==> config.mk <==
export PLATFORM = sky130hd
export DESIGN_NAME = detector_jogada
export DESIGN_NICKNAME = d
export VERILOG_FILES = /design/src/rtl/detector_jogada_pkg.sv /design/src/rtl/sincronizador_2ff.sv /design/src/rtl/detector_jogada.sv
export SDC_FILE = /design/constraint.sdc
export NUM_CORES = 1
export LEC_CHECK = 0
export CAP_MARGIN = 20
export CORE_AREA = 10 10 67 69
export DETAILED_ROUTE_END_ITERATION = 8
export DIE_AREA = 0 0 77 79
export GPL_TIMING_DRIVEN = 0
export PLACE_DENSITY = 0.75
export SYNTH_ARGS = -nofsm -noshare
export SYNTH_HDL_FRONTEND = slang
export SYNTH_SLANG_ARGS = --single-unit
==> constraint.sdc <==
create_clock -name clock -period 2.83 [get_ports clock]
set_input_delay 0.566 -clock clock [delete_from_list [all_inputs] [get_ports clock]]
set_output_delay 0.566 -clock clock [all_outputs]
set_load 0.05 [all_outputs]
==> src/rtl/detector_jogada_pkg.sv <==
// Shared constants for the play detector: FSM state codes and default debounce length.
// Latency: n/a (constants only).
// Backpressure: n/a.
package detector_jogada_pkg;

    // FSM state encodings, also exported on db_estado for debug
    localparam logic [2:0] OCIOSO       = 3'd0;
    localparam logic [2:0] FILTRA       = 3'd1;
    localparam logic [2:0] PULSO        = 3'd2;
    localparam logic [2:0] INVALIDO     = 3'd3;
    localparam logic [2:0] ESPERA_SOLTA = 3'd4;
    localparam logic [2:0] FILTRA_SOLTA = 3'd5;

    // 1 ms of stable input at 50 MHz
    localparam int DEBOUNCE_CICLOS_PADRAO = 50000;

endpackage

==> src/rtl/sincronizador_2ff.sv <==
// Two-flop synchroniser for asynchronous level inputs (buttons, jogar).
// Latency: 2 clock cycles from input change to output change.
// Backpressure: none; the input is sampled every cycle.
module sincronizador_2ff #(
    parameter int WIDTH = 1
) (
    input  logic             clock,
    input  logic             reset,
    input  logic [WIDTH-1:0] dado,
    output logic [WIDTH-1:0] sincronizado
);

    logic [WIDTH-1:0] meta;

    // first flop absorbs metastability, second presents a settled value
    always_ff @(posedge clock) begin
        if (reset) begin
            meta         <= '0;
            sincronizado <= '0;
        end else begin
            meta         <= dado;
            sincronizado <= meta;
        end
    end

endmodule

==> src/rtl/detector_jogada.sv <==
// Button front end: synchronise, debounce, check one-hot, emit one pulse per press.
// Latency: stable raw press first sampled at edge k -> tem_jogada in cycle after edge k+DEBOUNCE_CICLOS+2.
// Backpressure: habilita gates acceptance; presses seen while it is low need a full release first.
module detector_jogada
    import detector_jogada_pkg::*;
#(
    parameter int N_BOTOES        = 4,
    parameter int DEBOUNCE_CICLOS = DEBOUNCE_CICLOS_PADRAO
) (
    input  logic                clock,
    input  logic                reset,
    input  logic [N_BOTOES-1:0] botoes,
    input  logic                habilita,
    output logic                tem_jogada,
    output logic [N_BOTOES-1:0] jogada,
    output logic                jogada_invalida,
    output logic [2:0]          db_estado
);

    localparam int                   CW       = $clog2(DEBOUNCE_CICLOS);
    localparam logic [CW-1:0]        CONT_MAX = CW'(DEBOUNCE_CICLOS - 1);
    localparam logic [CW-1:0]        CONT_UM  = CW'(1);
    localparam logic [N_BOTOES-1:0]  BOTAO_UM = N_BOTOES'(1);

    logic [N_BOTOES-1:0] bs;
    logic [N_BOTOES-1:0] snapshot;
    logic [CW-1:0]       contador;
    logic [2:0]          estado;
    logic                snapshot_one_hot;

    sincronizador_2ff #(
        .WIDTH (N_BOTOES)
    ) u_sinc_botoes (
        .clock        (clock),
        .reset        (reset),
        .dado         (botoes),
        .sincronizado (bs)
    );

    // exactly one button: non-zero and clearing the lowest set bit leaves nothing
    assign snapshot_one_hot = (snapshot != '0) &&
                              ((snapshot & (snapshot - BOTAO_UM)) == '0);

    // press/release debounce FSM; the counter is cleared on every entry to a filter state
    always_ff @(posedge clock) begin
        if (reset) begin
            estado   <= OCIOSO;
            contador <= '0;
            snapshot <= '0;
            jogada   <= '0;
        end else begin
            case (estado)
                OCIOSO: begin
                    if (bs != '0) begin
                        if (habilita) begin
                            snapshot <= bs;
                            contador <= '0;
                            estado   <= FILTRA;
                        end else begin
                            // pressed while disabled: demand a full release before any play
                            estado <= ESPERA_SOLTA;
                        end
                    end
                end
                FILTRA: begin
                    if (!habilita) begin
                        estado <= ESPERA_SOLTA;
                    end else if (bs == '0) begin
                        estado <= OCIOSO;
                    end else if (bs != snapshot) begin
                        snapshot <= bs;
                        contador <= '0;
                    end else if (contador == CONT_MAX) begin
                        if (snapshot_one_hot) begin
                            jogada <= snapshot;
                            estado <= PULSO;
                        end else begin
                            estado <= INVALIDO;
                        end
                    end else begin
                        contador <= contador + CONT_UM;
                    end
                end
                PULSO, INVALIDO: begin
                    estado <= ESPERA_SOLTA;
                end
                ESPERA_SOLTA: begin
                    if (bs == '0) begin
                        contador <= '0;
                        estado   <= FILTRA_SOLTA;
                    end
                end
                FILTRA_SOLTA: begin
                    if (bs != '0) begin
                        estado <= ESPERA_SOLTA;
                    end else if (contador == CONT_MAX) begin
                        estado <= OCIOSO;
                    end else begin
                        contador <= contador + CONT_UM;
                    end
                end
                default: begin
                    estado <= OCIOSO;
                end
            endcase
        end
    end

    assign tem_jogada      = (estado == PULSO);
    assign jogada_invalida = (estado == INVALIDO);
    assign db_estado       = estado;

endmodule

== Yosys cells after proc, flatten, opt, wreduce, memory -nomap -nowiden ==
Index checks and enable logic that the tools add are counted.
Operators by class
  bitwise logic cells: 3
  equality and inequality tests: 17
  multiplexer cells: 26
  $add $sub $neg: 2
  reductions and logical operators: 13
Operator list (count)
  $mux W16: 8
  $pmux W16 S4: 1
  $mux W3: 9
  $mux W4: 5
  $add A16 B1 Y16 const B: 1
  $eq A16 B16 Y1 const B: 1
  $pmux W3 S5: 1
  $ne A2 B2 Y1 const B: 7
  $reduce_and A6 Y1: 2
  $reduce_bool A4 Y1: 3
  $logic_not A4 Y1: 2
  $ne A4 B4 Y1 const B: 2
  $pmux W4 S2: 1
  $reduce_and A7 Y1: 1
  $eq A3 B2 Y1 const B: 2
  $eq A3 B3 Y1 const B: 2
  $reduce_and A5 Y1: 1
  $and A4 B4 Y4: 1
  $ne A4 B4 Y1: 1
  $sub A4 B1 Y4 const B: 1
  $eq A3 B1 Y1 const B: 1
  $logic_not A3 Y1: 1
  $ne A3 B3 Y1 const B: 1
  $not A1 Y1: 2
  other kinds (4): 4
Word-level totals
  bits of input ports: 7
  flip-flop bits (word level): 35
  output and inout bits: 9

== Longest topological paths before layout ==
Gate-level depths: netlist of run 1.
  depth in word-level cells: 10
  mapped depth: 7
  depth with buffers taken out: 6

== Modules after synthesis ==
A second synthesis of run 1 with hierarchy kept.
Unflattened totals
  cell total of the unflattened synthesis: 195
  area total of the unflattened synthesis: 1750.4 um^2
Modules (own cells, without submodules)
  detector_jogada: cells an instance 179, area an instance 1540.2 um^2, times used 1
  sincronizador_2ff: cells an instance 16, area an instance 210.2 um^2, times used 1

== Worst setup path after synthesis of run 1 ==
OpenSTA, ideal clock, no wires.
  kind: register to output
  from: reg estado[1], in the netlist db_estado[1]
  to: out jogada_invalida
  stages on the path, launching flop included: 4
  data arrival time: 2.061 ns
  slack: 0.203 ns
  cells stage by stage: dfxtp_1 > clkbuf_1 > inv_1 > nor3_1
Between the ends
  longest elaborated chain between the ends: 1
Ends and longest elaborated chain
  start, declared: line detector_jogada.sv:28  | logic [2:0] estado;
  start signal, assigned: line detector_jogada.sv:47  | estado <= OCIOSO;
  start signal, assigned: line detector_jogada.sv:58  | estado <= FILTRA;
  start signal, assigned: line detector_jogada.sv:61  | estado <= ESPERA_SOLTA;
  $eq A3 B2 Y1: line detector_jogada.sv:110  | assign jogada_invalida = (estado == INVALIDO);
  end, declared: line detector_jogada.sv:16  | output logic jogada_invalida,
Every way passes these cells.

== Worst setup path in the final report of run 1 ==
  from: reg u_sinc_botoes.sincronizado[0]
  to: reg contador[10]
Between the ends
  longest elaborated chain between the ends: 5
  elaborated cells on any way between the ends: 12
Ends and longest elaborated chain
  start, declared: line sincronizador_2ff.sv:10  | output logic [WIDTH-1:0] sincronizado
  start signal, assigned: line sincronizador_2ff.sv:22  | sincronizado <= meta;
  $ne A4 B4 Y1: line detector_jogada.sv:70  | end else if (bs != snapshot) begin
  $mux W16: line detector_jogada.sv:70
  $mux W16: line detector_jogada.sv:68  | end else if (bs == '0) begin
  $mux W16: line detector_jogada.sv:66  | if (!habilita) begin
  $pmux W16 S4: line detector_jogada.sv:52  | case (estado)
  end signal, assigned: line detector_jogada.sv:81  | contador <= contador + CONT_UM;
  end signal, assigned: line detector_jogada.sv:99  | contador <= contador + CONT_UM;
  end, declared: line detector_jogada.sv:27  | logic [CW-1:0] contador;
Parallel ways exist; a longest one is shown, timed or not. The select of a mux whose other input is x is not followed.
A chain may end at the register's enable or synchronous reset.

==> impl_results.md, run 1 <==
- Status: finished clean
- Met2 Usage GRT: 0.2201
- Crit path buffers/inverters: 1
- Layer with the highest usage: met2
- IO Port Bufs: 15
- Final number of hold-violating endpoints: 0
- GRT Overall Usage: 0.1225
- Post-Layout Inst Area: 0.001958 mm²
- Mean area per synthesized cell: 9.164 µm²
- Final Core Density: 0.6059
- Gp weighted congestion: 0.8486
- Critical path fanouts, max: 10
- Syn-to-layout area delta: 15.50%
- Crit path from: u_sinc_botoes.sincronizado[0]$_SDFF_PP0_
- Crit-path cells: nor4_1 -> mux2i_1 -> a21oi_1 -> or2_1 -> clkbuf_1 -> nor2_1
- Post-route insts no fill: 254
- Peak Freq: 406.9 MHz
- M3 GR Usage: 0.02703
- VDD IR max: 0.0002524 V
- Skew-Pair Late Insertion Delay: 340 ps
- Die area: 0.006083 mm²
- Stages on the worst setup path: 6
- Critical Path AT: 2730 ps
- Post-CTS Setup Repair Bufs: 0
- Hold Crit Class: flip-flop to flip-flop
- Number of routed nets with antenna violations: 0
- Worst reg2reg path depth: 6
- Die height: 79 µm
- Min-delay src: u_sinc_botoes.meta[1]$_SDFF_PP0_
- Synth Instances: 185
- Final-stage net count: 215
- Clk root buf: clkbuf_4
- Asr flop ratio synth: 0
- Delay-heaviest family, CP: simple AND/OR/NAND/NOR gates
- Hold depth: 1
- Clk buf depth: 2
- Post-synth EDFFs: 0
- Core footprint: 0.003232 mm²
- CP max stage delay: 680 ps
- Placed cells: 246
- Worst clock skew: 14.33 ps
- First-pass GRT wire length: 6251 µm
- Worst Path Required: 3100 ps
- Share of layout cells above drive strength 1: 0.06731
- Pleak: 0.0007305 µW
- DP Area: 0.001903 mm²
- H-Tree Depth: 2
- Met1 Track Usage GR: 0.1362
- Max-slew violation count: 0
- Initial core utilization: 0.5246
- # IOs: 16
- Most common cell after layout, fill and taps aside: dfxtp_1
- Die Wd: 77 µm
- Drt wl/cell: 13.37 µm
- Distinct cells, synth: 43
- GRT overflow: 0
- Fill count: 309
- Largest net degree at the start of global routing: 11
- Tcrit/Tclk final: 0.8684
- Main flop type after synthesis: dfxtp_1
- TritonCTS clock tree: built
- Max-Cap Viols: 0
- Synth warn: 0
- DP HPWL: 2584 µm
- Initial antenna violation count: 0
- Via/cell ratio: 5.480
- Pwr Density: 463.1 mW/mm²
- RSZ-0062 raised after global routing: no
- Residual DRC: 0
- Final WL: 3396 µm
- Seq/Total Area, Yosys: 0.4133
- Syn nets: 193
- Reg area: 700.7 µm²
- Multi-input logic area: 945.9 µm²
- Most frequent cells in the layout: dfxtp_1 (35), nor2_1 (21), clkdlybuf4s50_1 (13)
- 1st-pass router iterations: 4
- Crit path max-delay cell type: mux2i_1
- Setup violators final: 0
- TritonCTS buffer count: 5
- Crit start category: flip-flop
- Pre-CTS WS: 128.5 ps
- Antenna Cells: 0
- DRT iter0 DRCs: 83
- Clock transition at path regs: 90 ps
- Slack of the critical path: 372.5 ps
- Vias in the first global route: 1376
- Worst slew pin tran: 757.9 ps
- CTS Sinks: 35
- Synth Cell Area: 0.001695 mm²
- Reg2reg start: u_sinc_botoes.sincronizado[0]$_SDFF_PP0_
- Crit path kind: flip-flop to flip-flop
- Setup TNS: 0 ps
- CP Capture Type: flip-flop
- Row count: 21
- Via count: 1392
- Worst slew margin: 0.4917
- Synth Register Bits: 35
- Final Critical Period: 2458 ps
metal layers:
layer / vias up / routed length (µm) / part of all wire
met1: 662 / 1459 / 0.43
met5: - / 0 / 0
met4: 0 / 47 / 0.014
met3: 6 / 99 / 0.029
met2: 12 / 1789 / 0.53
li1: 712 / - / -
per-stage QoR:
step | total power [µW] | hold slack, ps
2_1_floorplan | 624.0 | 413.8
3_3_place_gp | 656.8 | 422.6
3_5_place_dp | 661.5 | 429.2
4_1_cts | 911.8 | 452.4
5_1_grt | 953.4 | 466.6
6_report | 906.7 | 446.8
synthesized netlist by cell type, types with 3 or more instances:
master	n	area (µm²)
a21oi_1	11	55.05
nor3b_1	3	22.52
nor4b_1	3	26.28
clkbuf_1	4	15.01
inv_1	9	33.78
dfxtp_1	35	700.7
nand2b_1	3	18.77
nand3_1	4	20.02
o21ai_0	6	30.03
nand3b_1	4	30.03
nor3_1	6	30.03
nand2_1	7	26.28
nor2_1	21	78.83
mux2i_1	6	60.06
or3_1	5	31.28
nand4_1	4	25.02
nor4_1	3	18.77
xor2_1	10	87.58
nor2b_1	9	56.30
xnor2_1	6	52.55
cell families (layout without fill, tap and decap cells):
logic type | after synthesis | in the layout | share of synthesized area
AND/OR/NAND/NOR | 85 | 85 | 0.3144
flip-flops | 35 | 35 | 0.4133
AO/OA/AOI/OAI | 28 | 28 | 0.1048
XOR/XNOR | 16 | 16 | 0.08265
buffers and inverters | 13 | 36 | 0.02878
multiplexers | 7 | 7 | 0.04871
adder cells (fa/ha/maj) | 1 | 1 | 0.007379
registers in the layout (all words and copies together) (netlist names):
| register | flops |
|---|---|
| contador | 16 |
| jogada | 4 |
| snapshot | 4 |
| u_sinc_botoes.meta | 4 |
| u_sinc_botoes.sincronizado | 4 |
| db_estado | 3 |
path summary, 6_finish.rpt:
kind	endpoint	slack, ps
max	contador[10]$_SDFFE_PP0P_	370
min	u_sinc_botoes.sincronizado[1]$_SDFF_PP0_	450
max reg2reg	contador[10]$_SDFFE_PP0P_	370
min reg2reg	u_sinc_botoes.sincronizado[1]$_SDFF_PP0_	450
power breakdown:
part | switching [µW] | internal (µW) | total, µW
clock | 160 | 96.8 | 257
sequential | 14.3 | 505 | 520
combinational | 77.0 | 53.6 | 131
total | 251 | 656 | 907
layout make-up:
| cell class | instances | area share |
|---|---|---|
| repair buffers | 15 | 0.07923 |
| well taps | 46 | 0.02939 |
| clock buffers | 7 | 0.02300 |
| clock inverters | 1 | 0.002556 |
| flip-flops and latches | 35 | 0.3578 |
| multi-input cells | 137 | 0.4831 |
| inverters | 9 | 0.01725 |
| plain buffers | 4 | 0.007668 |
timing repair:
| action | 4_1_cts | 5_1_grt |
|---|---|---|
| endpoints found under the setup margin | 0 | 2 |
| gates resized for setup | 0 | 2 |
| hold buffers | 0 | 0 |
No activity file was read; power rests on OpenSTA's default activity.
==> inputs of run 2 (changes only) <==
Settings changed: CORE_AREA 10 10 67 69 to 3 3 60 62, DIE_AREA 0 0 77 79 to 0 0 63 65.
==> run 2 against run 1 <==
  * Clock skew increased by 1.1 ps
  * Critical path depth decreased by 2
  * Sequential share of layout area decreased by 0.091 points
  * Setup slack got worse by 220 ps
  * Combinational power about the same
  * Clock-buffer cell count decreased by 1
  * Clock power increased by 4%
  * Global-route usage increased by 5.4 points
  * Largest power group unchanged
==> impl_results.md, run 2 (synthesis results as in run 1) <==
- Setup TNS: 0 ps
- Via count: 1410
- Worst clock skew: 15.40 ps
- Largest net degree at the start of global routing: 11
- Post-CTS Setup Repair Bufs: 0
- Share of layout cells above drive strength 1: 0.07729
- Die Wd: 63 µm
- Tcrit/Tclk final: 0.9463
- Syn-to-layout area delta: 15.79%
- Via/cell ratio: 5.618
- RSZ-0062 raised after global routing: no
- Core footprint: 0.003078 mm²
- Gp weighted congestion: 0.8254
- GRT Overall Usage: 0.1769
- Number of routed nets with antenna violations: 0
- 1st-pass router iterations: 4
- Setup violators final: 0
- Worst slew pin tran: 780.3 ps
- Clk buf depth: 2
- Pwr Density: 468.5 mW/mm²
- Fill count: 269
- TritonCTS buffer count: 5
- Final Critical Period: 2678 ps
- Hold WS: 442.6 ps
- Drt wl/cell: 12.86 µm
- CTS Sinks: 35
- # IOs: 16
- Vias in the first global route: 1326
- Skew-Pair Late Insertion Delay: 340 ps
- IO Port Bufs: 15
- Initial core utilization: 0.5508
- Most common cell after layout, fill and taps aside: dfxtp_1
- Worst slew margin: 0.4767
- Max-Cap Viols: 0
- Peak Freq: 373.4 MHz
- Initial antenna violation count: 0
- Status: finished clean
- H-Tree Depth: 2
- DRT iter0 DRCs: 107
- Residual DRC: 0
- Antenna Cells: 0
- Max-slew violation count: 0
- Worst Path Required: 2260 ps
- VDD IR max: 0.0003122 V
- Final WL: 3229 µm
- TritonCTS clock tree: built
- Die area: 0.004095 mm²
- First-pass GRT wire length: 5830 µm
- Hold Crit Class: flip-flop to flip-flop
- Final-stage net count: 215
- Final number of hold-violating endpoints: 0
- Row count: 20
- GRT overflow: 0
- DP HPWL: 2420 µm
- Crit start category: flip-flop
- Clk root buf: clkbuf_4
- Largest register FFs: 16
- Reg with most FFs: contador
- Pleak: 0.0007141 µW
- Setup slack, reg-to-reg: 370 ps
- Critical path fanouts, max: 9
- Critical Path AT: 2110 ps
- Most frequent cells in the layout: dfxtp_1 (35), nor2_1 (21), clkdlybuf4s50_1 (14)
- CP Capture Type: output pin
- Final Core Density: 0.6378
- Crit path kind: flip-flop to output pin
- Die height: 65 µm
- Clock transition at path regs: 100 ps
==> run 2: changes by cell type in the layout (fill, tap and decap cells not counted), sizes merged <==
cell,change
dlymetal6s2s,-1
clkdlybuf4s50,+1
clkbuf,-1
==> run 2: area by class of cell <==
cell class | count | area [µm²] | area share
Multi-Input combinational cell | 137 | 949.7 | 0.4837
Sequential cell | 35 | 700.7 | 0.3569
Timing Repair Buffer | 15 | 152.6 | 0.07776
Tap cell | 44 | 55.05 | 0.02804
Clock buffer | 6 | 51.30 | 0.02613
Inverter | 9 | 33.78 | 0.01721
Buffer | 4 | 15.01 | 0.007648
Clock inverter | 1 | 5.005 | 0.002549
==> run 2: power breakdown <==
part	total, µW	switching [µW]	internal, µW
sequential	519	13.8	505
combinational	133	78.4	54.7
clock	268	153	115
total	920	245	675
==> run 2: worst paths after layout <==
path              cells past startpoint                                      from                                  endpoint
setup / recovery                      4                 db_estado[1]$_SDFFE_PP0P_                                tem_jogada
hold / removal                        1          u_sinc_botoes.meta[3]$_SDFF_PP0_  u_sinc_botoes.sincronizado[3]$_SDFF_PP0_
setup reg to reg                      6  u_sinc_botoes.sincronizado[0]$_SDFF_PP0_                 contador[12]$_SDFFE_PP0P_
hold reg to reg                       1          u_sinc_botoes.meta[3]$_SDFF_PP0_  u_sinc_botoes.sincronizado[3]$_SDFF_PP0_
==> run 2: routing by layer <==
| metal | routed length (µm) | GRT usage |
|---|---|---|
| met2 | 1381 | 0.2780 |
| met1 | 1665 | 0.2309 |
| met5 | 0 | 0 |
| met4 | 23 | 0.04959 |
| met3 | 157 | 0.05893 |
==> run 2: repair_timing <==
action                                  4_1_cts  5_1_grt
hold buffers                                  0        0
gates resized for setup                       0        2
endpoints found under the setup margin        0        7
==> run 2: through the flow <==
stage | area [µm²] | setup slack [ps] | instances | power [µW]
floorplan | 1695 | 203.1 | 185 | 624.0
finish | 1963 | 152.0 | 251 | 919.7
global placement | 1901 | 162.7 | 244 | 657.5
CTS | 1957 | 134.3 | 251 | 935.7
detailed placement | 1901 | 109.5 | 244 | 660.9
global route | 1963 | 17.99 | 251 | 975.6
==> run 2: worst max-delay path, stage by stage (launching register included) <==
cell,delay (ps)
dfxtp_1,340
clkbuf_1,310
inv_1,160
nor3_1,150
clkdlybuf4s50_1,830
==> inputs of run 3 (changes only) <==
Settings changed: SLEW_MARGIN from default to 10.
Clock period 2.83 ns to 2.58 ns, I/O delays scaled along.
==> run 3 against run 2 <==
  * Global-route usage did not move
  * Die area did not move
  * Utilization barely moved
  * Largest cell class unchanged
  * Combinational power rose by 9.8%
  * Non-clock buffer count did not move
  * Clock-buffer cell count did not move
  * Largest power group unchanged
  * Sequential share of layout area barely moved
  * Clock power rose by 9.7%
  * Final area barely moved
  * Register-to-register slack got worse by 100 ps
  * First-iteration DRC count rose by 16%
==> impl_results.md, run 3 (synthesis results as in run 1) <==
- Reg with most FFs: contador
- Via count: 1410
- TritonCTS clock tree: built
- Die Wd: 63 µm
- Clk root buf: clkbuf_4
- Largest net degree at the start of global routing: 11
- Post-CTS Setup Repair Bufs: 0
- Skew-Pair Late Insertion Delay: 340 ps
- Max-Cap Viols: 0
- Die area: 0.004095 mm²
- Most frequent cells in the layout: dfxtp_1 (35), nor2_1 (21), clkdlybuf4s50_1 (13)
- Via/cell ratio: 5.618
- Pwr Density: 514.4 mW/mm²
- DRT iter0 DRCs: 124
- Worst Path Required: 2060 ps
- Worst clock skew: 15.57 ps
- GRT Overall Usage: 0.1769
- RSZ-0062 raised after global routing: no
- DP HPWL: 2420 µm
- Crit path kind: flip-flop to output pin
- Final-stage net count: 215
- Hold Crit Class: flip-flop to flip-flop
- Peak Freq: 425.4 MHz
- Crit start category: flip-flop
- Internal power: 740.8 µW
- Drt wl/cell: 12.94 µm
- Core footprint: 0.003078 mm²
- Initial core utilization: 0.5508
- Final number of hold-violating endpoints: 0
- Residual DRC: 0
- # IOs: 16
- Worst slew pin tran: 784.5 ps
- CTS Sinks: 35
- TritonCTS buffer count: 5
- Number of routed nets with antenna violations: 0
- Share of layout cells above drive strength 1: 0.08213
- Row count: 20
- Critical path fanouts, max: 9
- Die height: 65 µm
- Multi-input logic area: 955.9 µm²
- Max-slew violation count: 0
- Setup violators final: 0
- Clock power frac: 0.291
- Initial antenna violation count: 0
- Worst slew margin: 0.4739
- Largest register FFs: 16
- Clock transition at path regs: 90 ps
- Hold WS: 442.6 ps
- GRT overflow: 0
- Net switching power figure: 269.7 µW
- Switching part of the total: 0.2669
- Fill count: 266
- Final Core Density: 0.6382
- Antenna Cells: 0
- First-pass GRT wire length: 5830 µm
- Tcrit/Tclk final: 0.9111
- Gp weighted congestion: 0.8254
- Clk buf depth: 2
- Final Critical Period: 2351 ps
- Syn-to-layout area delta: 15.87%
- Pleak: 0.0007064 µW
- Flop pwr share: 0.564
- VDD IR max: 0.0003388 V
- Final WL: 3249 µm
- Reg area: 700.7 µm²
- Status: finished clean
- IO Port Bufs: 15
- H-Tree Depth: 2
- Combinational power share: 0.145
- Critical Path AT: 1830 ps
- 1st-pass router iterations: 4
- Vias in the first global route: 1326
- Most common cell after layout, fill and taps aside: dfxtp_1
- CP Capture Type: output pin
run 3: per-stage QoR:
stage	total power [µW]	worst slack (ps)	instance area [µm²]	setup TNS, ps	std cells
after floorplan	684.4	3.079	1695	0	185
after global placement	721.2	-37.26	1901	-325.9	244
after CTS	1026	31.82	1954	0	251
after global routing	1072	17.98	1964	0	251
final	1010	229.4	1964	0	251
after detailed placement	724.9	-90.48	1901	-759.8	244
run 3: final timing paths:
path	startpoint	slack, ps	to	depth (start not counted)
hold reg to reg	u_sinc_botoes.meta[3]$_SDFF_PP0_	440	u_sinc_botoes.sincronizado[3]$_SDFF_PP0_	1
setup / recovery	db_estado[1]$_SDFFE_PP0P_	230	jogada_invalida	4
hold / removal	u_sinc_botoes.meta[3]$_SDFF_PP0_	440	u_sinc_botoes.sincronizado[3]$_SDFF_PP0_	1
setup reg to reg	contador[6]$_SDFFE_PP0P_	270	jogada[2]$_SDFFE_PP0P_	5
run 3: final cells by class:
type | count | share of cell area
multi-input cells | 137 | 0.4866
flip-flops and latches | 35 | 0.3567
repair buffers | 15 | 0.07516
well taps | 44 | 0.02803
clock buffers | 6 | 0.02611
inverters | 9 | 0.01720
plain buffers | 4 | 0.007643
clock inverters | 1 | 0.002548
run 3: power groups by stage:
stage                     combinational (µW)  clock (µW)  sequential, µW
after floorplan                         92.4           0             592
after global placement                   140           0             581
after detailed placement                 143           0             582
after CTS                                144         314             569
after global routing                     161         338             572
final                                    146         294             570
run 3: timing repair:
action	in CTS	in global routing
endpoints found under the setup margin	2	10
resized for setup	2	2
hold buffers	0	0
run 3: critical path, stage by stage (launching register included):
cell,delay [ps]
dfxtp_1,340
clkbuf_1,320
inv_1,160
nor3_1,140
dlygate4sd2_1,550
run 3: routing by layer:
metal | vias up | global-route usage | share of wire
li1 | 702 | - | -
met1 | 671 | 0.2309 | 0.51
met2 | 33 | 0.2780 | 0.44
met3 | 4 | 0.05893 | 0.051
met4 | 0 | 0.04959 | 0.0071
met5 | - | 0 | 0
==> RTL change 1, RTL diff (flow settings as in run 3) <==
Change the parameter `N_BOTOES` from 4 to 2.
--- a/src/rtl/detector_jogada.sv
+++ b/src/rtl/detector_jogada.sv
@@ -6,3 +6,3 @@
 #(
-    parameter int N_BOTOES        = 4,
+    parameter int N_BOTOES        = 2,
     parameter int DEBOUNCE_CICLOS = DEBOUNCE_CICLOS_PADRAO
Ports: changed (resized botoes and jogada); port bits go from 16 to 12. No check against the original RTL was run, so the function may have changed too.
==> RTL change 1 against run 3 <==
  * Sequential cell count down 8
  * Worst setup slack worse by 0.066 ns
  * Design area down 13%
  * Global-route usage down 1.7 points
  * Via count down 3.3%
  * Synthesized cell count down 1.1%
  * Register-to-register slack better by 0.21 ns
  * Synthesized area down 11%
  * Wire length down 5.6%
  * Critical path type unchanged
Power is not compared: it rests on default switching activity, and its combinational part moved more than twofold at a synthesized area within 25%.
==> RTL change 1: results (changes against run 3) <==
Global route
  – Gr usage total: 16.0% (-1.7 points)
  – First-pass GRT wire length: 5400 µm (-7.5%)
  – Largest net degree at the start of global routing: 16 (+5)
  – Vias in the first global route: 1,247 (-6.0%)

Place
  – Placed Area: 1680 µm² (-12%)
  – Port bufs: 11 (-4)
  – Dpl hpwl: 2320 µm (-3.9%)
  – Dpl ws: 0.0524 ns (+0.143 ns)

Logic synthesis
  – Synth area leaders: dfxtp_1 (36%), a21oi_1 (5.0%), mux2i_1 (4.7%)
  – Number of library cell types mapped by synthesis: 45 (+4.7%)
  – Post-synthesis sequential area ratio: 35.9% (-5.4 points)
  – Synth cell count leaders: dfxtp_1 (27), a21oi_1 (15), nand2_1 (13), nor2_1 (13), o21ai_0 (12)
  – Syn_nets: 189 (-2.1%)

Final layout
  – Layout cells sized above 1: 10.1% (+1.9 points)
  – FILL cells: 300 (+13%)
  – Nets: 205 (-4.7%)

Outcome
  – Status: finished, final reports clean

Clocking
  – CTS buffer count: 3 (-2)
  – Reg clk slew, reported paths: 0.15 ns (+0.06 ns)
  – Clk Latency, worst-skew pair: between 0.3 and 0.4 ns

Routing
  – Initial DRC count: 103 (-17%)
  – Post-Route WL: 3070 µm (-5.6%)
  – Vias: 1,363 (-3.3%)

Timing
  – Worst slew pin tran: 0.496 ns (-0.289 ns)
  – Setup Skew: 0.0110 ns (-0.00454 ns)

Setup path
  – Critical Path Fanout Max: 10 (+1)
  – WP data arrival: 1.90 ns (+0.07 ns)
==> RTL change 1: repair_timing <==
item	CTS	global route
endpoints found under the setup margin	2	0
resized for setup	2	0
setup buffers	0	0
==> RTL change 1: layer usage <==
layer | track usage (%) | routed length, µm | part of all wire [%] | vias up
li1 | - | - | - | 697
met1 | 20.6 | 1450 | 47 | 634
met2 | 27.0 | 1460 | 48 | 27
met3 | 2.43 | 115 | 3.7 | 5
met4 | 6.06 | 42 | 1.4 | 0
met5 | 0 | 0 | 0 | -
==> RTL change 1: layout make-up <==
type                    count  area [µm²]  area share [%]
well taps                  44        55.1            3.24
plain buffers               9        46.3            2.72
clock buffers               3        22.5            1.32
clock inverters             1        5.00           0.294
repair buffers             11         108            6.32
multi-input cells         143         910            53.5
inverters                   4        15.0           0.882
flip-flops and latches     27         541            31.8
==> RTL change 1: path summary, 6_finish.rpt <==
path                                          from                                       end  slack, ns  cells past startpoint
setup / recovery         db_estado[1]$_SDFFE_PP0P_                                tem_jogada       0.16                      3
hold / removal    u_sinc_botoes.meta[1]$_SDFF_PP0_  u_sinc_botoes.sincronizado[1]$_SDFF_PP0_       0.46                      1
setup reg to reg          contador[0]$_SDFFE_PP0P_                 contador[12]$_SDFFE_PP0P_       0.48                      6
hold reg to reg   u_sinc_botoes.meta[1]$_SDFF_PP0_  u_sinc_botoes.sincronizado[1]$_SDFF_PP0_       0.46                      1
==> RTL change 1: kinds of logic after synthesis <==
family | after synthesis | share of synthesized area [%]
fa+ha+maj | 1 | 0.830
compound gates | 42 | 16.4
mux | 7 | 4.65
xor+xnor | 4 | 2.33
flops | 27 | 35.9
buf+inv | 13 | 4.07
simple gates | 89 | 35.9
==> RTL change 2, RTL diff (settings of run 3) <==
Made on the original files. Add an input register stage for `botoes` and `habilita`; this delays them by one clock.
--- a/src/rtl/detector_jogada.sv
+++ b/src/rtl/detector_jogada.sv
@@ -24,2 +24,10 @@
 
+    logic [N_BOTOES-1:0] botoes_q;
+    logic habilita_q;
+
+    always_ff @(posedge clock) begin
+        botoes_q   <= botoes;
+        habilita_q <= habilita;
+    end
+
     logic [N_BOTOES-1:0] bs;
@@ -35,3 +43,3 @@
         .reset        (reset),
-        .dado         (botoes),
+        .dado         (botoes_q),
         .sincronizado (bs)
@@ -54,3 +62,3 @@
                     if (bs != '0) begin
-                        if (habilita) begin
+                        if (habilita_q) begin
                             snapshot <= bs;
@@ -65,3 +73,3 @@
                 FILTRA: begin
-                    if (!habilita) begin
+                    if (!habilita_q) begin
                         estado <= ESPERA_SOLTA;
Behaviour: not the same (Yosys sat finds a counterexample within 4 cycles, from zero or initial values and one cycle with reset high).
==> RTL change 2 against run 3 <==
  * Design area is 4.3% higher
  * Synthesized area is 3.8% higher
  * First-iteration DRC count is 43% lower
  * Worst setup slack worse by 0.098 ns
  * Sequential cell count is 5 higher
  * Wire length is 8.1% higher
  * Power is 21% higher
  * Largest power group unchanged
  * Utilization is 2.8 points higher
  * Critical path type unchanged
==> RTL change 2: results (changes against run 3) <==
Clocking
  – Clk Latency, worst-skew pair: 0.36 ns (+0.02 ns)

Final layout
  – Nets: 219 (+1.9%)
  – Layout cells sized above 1: 9.91% (+1.7 points)
  – Final cell count without fillers: 256 (+2.0%)

Routing
  – Initial DRC count: 71 (-43%)
  – Pre-antenna DRT Iters: 5 (+1)
  – Routed vias/inst: 5.64 (+0.48%)
  – DR WL met3: 183 µm (+11%)
  – Wire per inst: 13.7 µm (+6.0%)
  – DRT met1 WL: 1540 µm (-6.4%)

Logic synthesis
  – Cell count after synthesis: 189 (+2.2%)
  – Synth area leaders: dfxtp_1 (46%), mux2i_1 (5.1%), nor2_1 (5.1%)
  – Adder-cell share of the synthesized area: 0.711% (-0.027 points)
  – Post-synthesis sequential area ratio: 45.5% (+4.2 points)
  – Syn_nets: 197 (+2.1%)
  – Number of library cell types mapped by synthesis: 47 (+9.3%)
  – Synth Area in Compound Gates: 10.1% (-0.38 points)
  – XOR/XNOR share of the synthesized area: 6.97% (-1.3 points)

Global route
  – Met1 Use GR: 20.3% (-2.8 points)
  – Vias in the first global route: 1,406 (+6.0%)
  – Gr usage total: 18.8% (+1.1 points)
  – First-pass GRT wire length: 6020 µm (+3.2%)

Place
  – Placed Area: 1960 µm² (+3.4%)
  – Dpl ws: 0.342 ns (+0.433 ns)
  – Gpl congestion: 0.859 (+4.1%)
  – Dpl hpwl: 2540 µm (+4.9%)

Power and ir drop
  – Power Total: 1.22 mW (+21%)
  – P_seq: 646 µW (+13%)
  – Pleak: 0.709 nW (+0.35%)

Timing
  – Max-slew headroom: 58.1% (+11 points)
  – Post-route worst setup slack: 0.132 ns (-0.0975 ns)

Setup path
  – Worst Setup SP: db_estado[0]$_SDFFE_PP0P_
  – R2R setup slack: 0.35 ns (+0.08 ns)

Outcome
  – Status: finished, final reports clean

Worst hold path
  – Hold path start: u_sinc_botoes.meta[0]$_SDFF_PP0_
  – Hold Crit Endpoint: u_sinc_botoes.sincronizado[0]$_SDFF_PP0_
-- RTL change 2: changes by cell type after synthesis, moves of 4 or more --
cell / delta
inv_1: -6
or3_1: -4
nand3_1: +5
nor3_1: +4
a21oi_1: -6
dfxtp_1: +5
-- RTL change 2: stage by stage --
step,utilization (%),hold slack [ns]
2_1_floorplan,-,0.414
3_3_place_gp,63.8,0.416
3_5_place_dp,63.8,0.429
4_1_cts,66.6,0.455
5_1_grt,66.6,0.473
6_report,66.6,0.439
-- RTL change 2: final cells by class --
cell class / count / area [µm²] / share of cell area [%]
multi-input combinational: 138 / 906 / 44.2
sequential: 40 / 801 / 39.1
timing repair buffer: 15 / 150 / 7.33
tap: 44 / 55.1 / 2.69
clock inverter: 3 / 47.5 / 2.32
buffer: 8 / 41.3 / 2.01
clock buffer: 5 / 37.5 / 1.83
inverter: 3 / 11.3 / 0.549
-- RTL change 2: worst max-delay path, cell delays in order (launching register included) --
cell	delay, ns
dfxtp_1	0.46
inv_1	0.12
nor3_1	0.18
clkdlybuf4s50_1	0.82
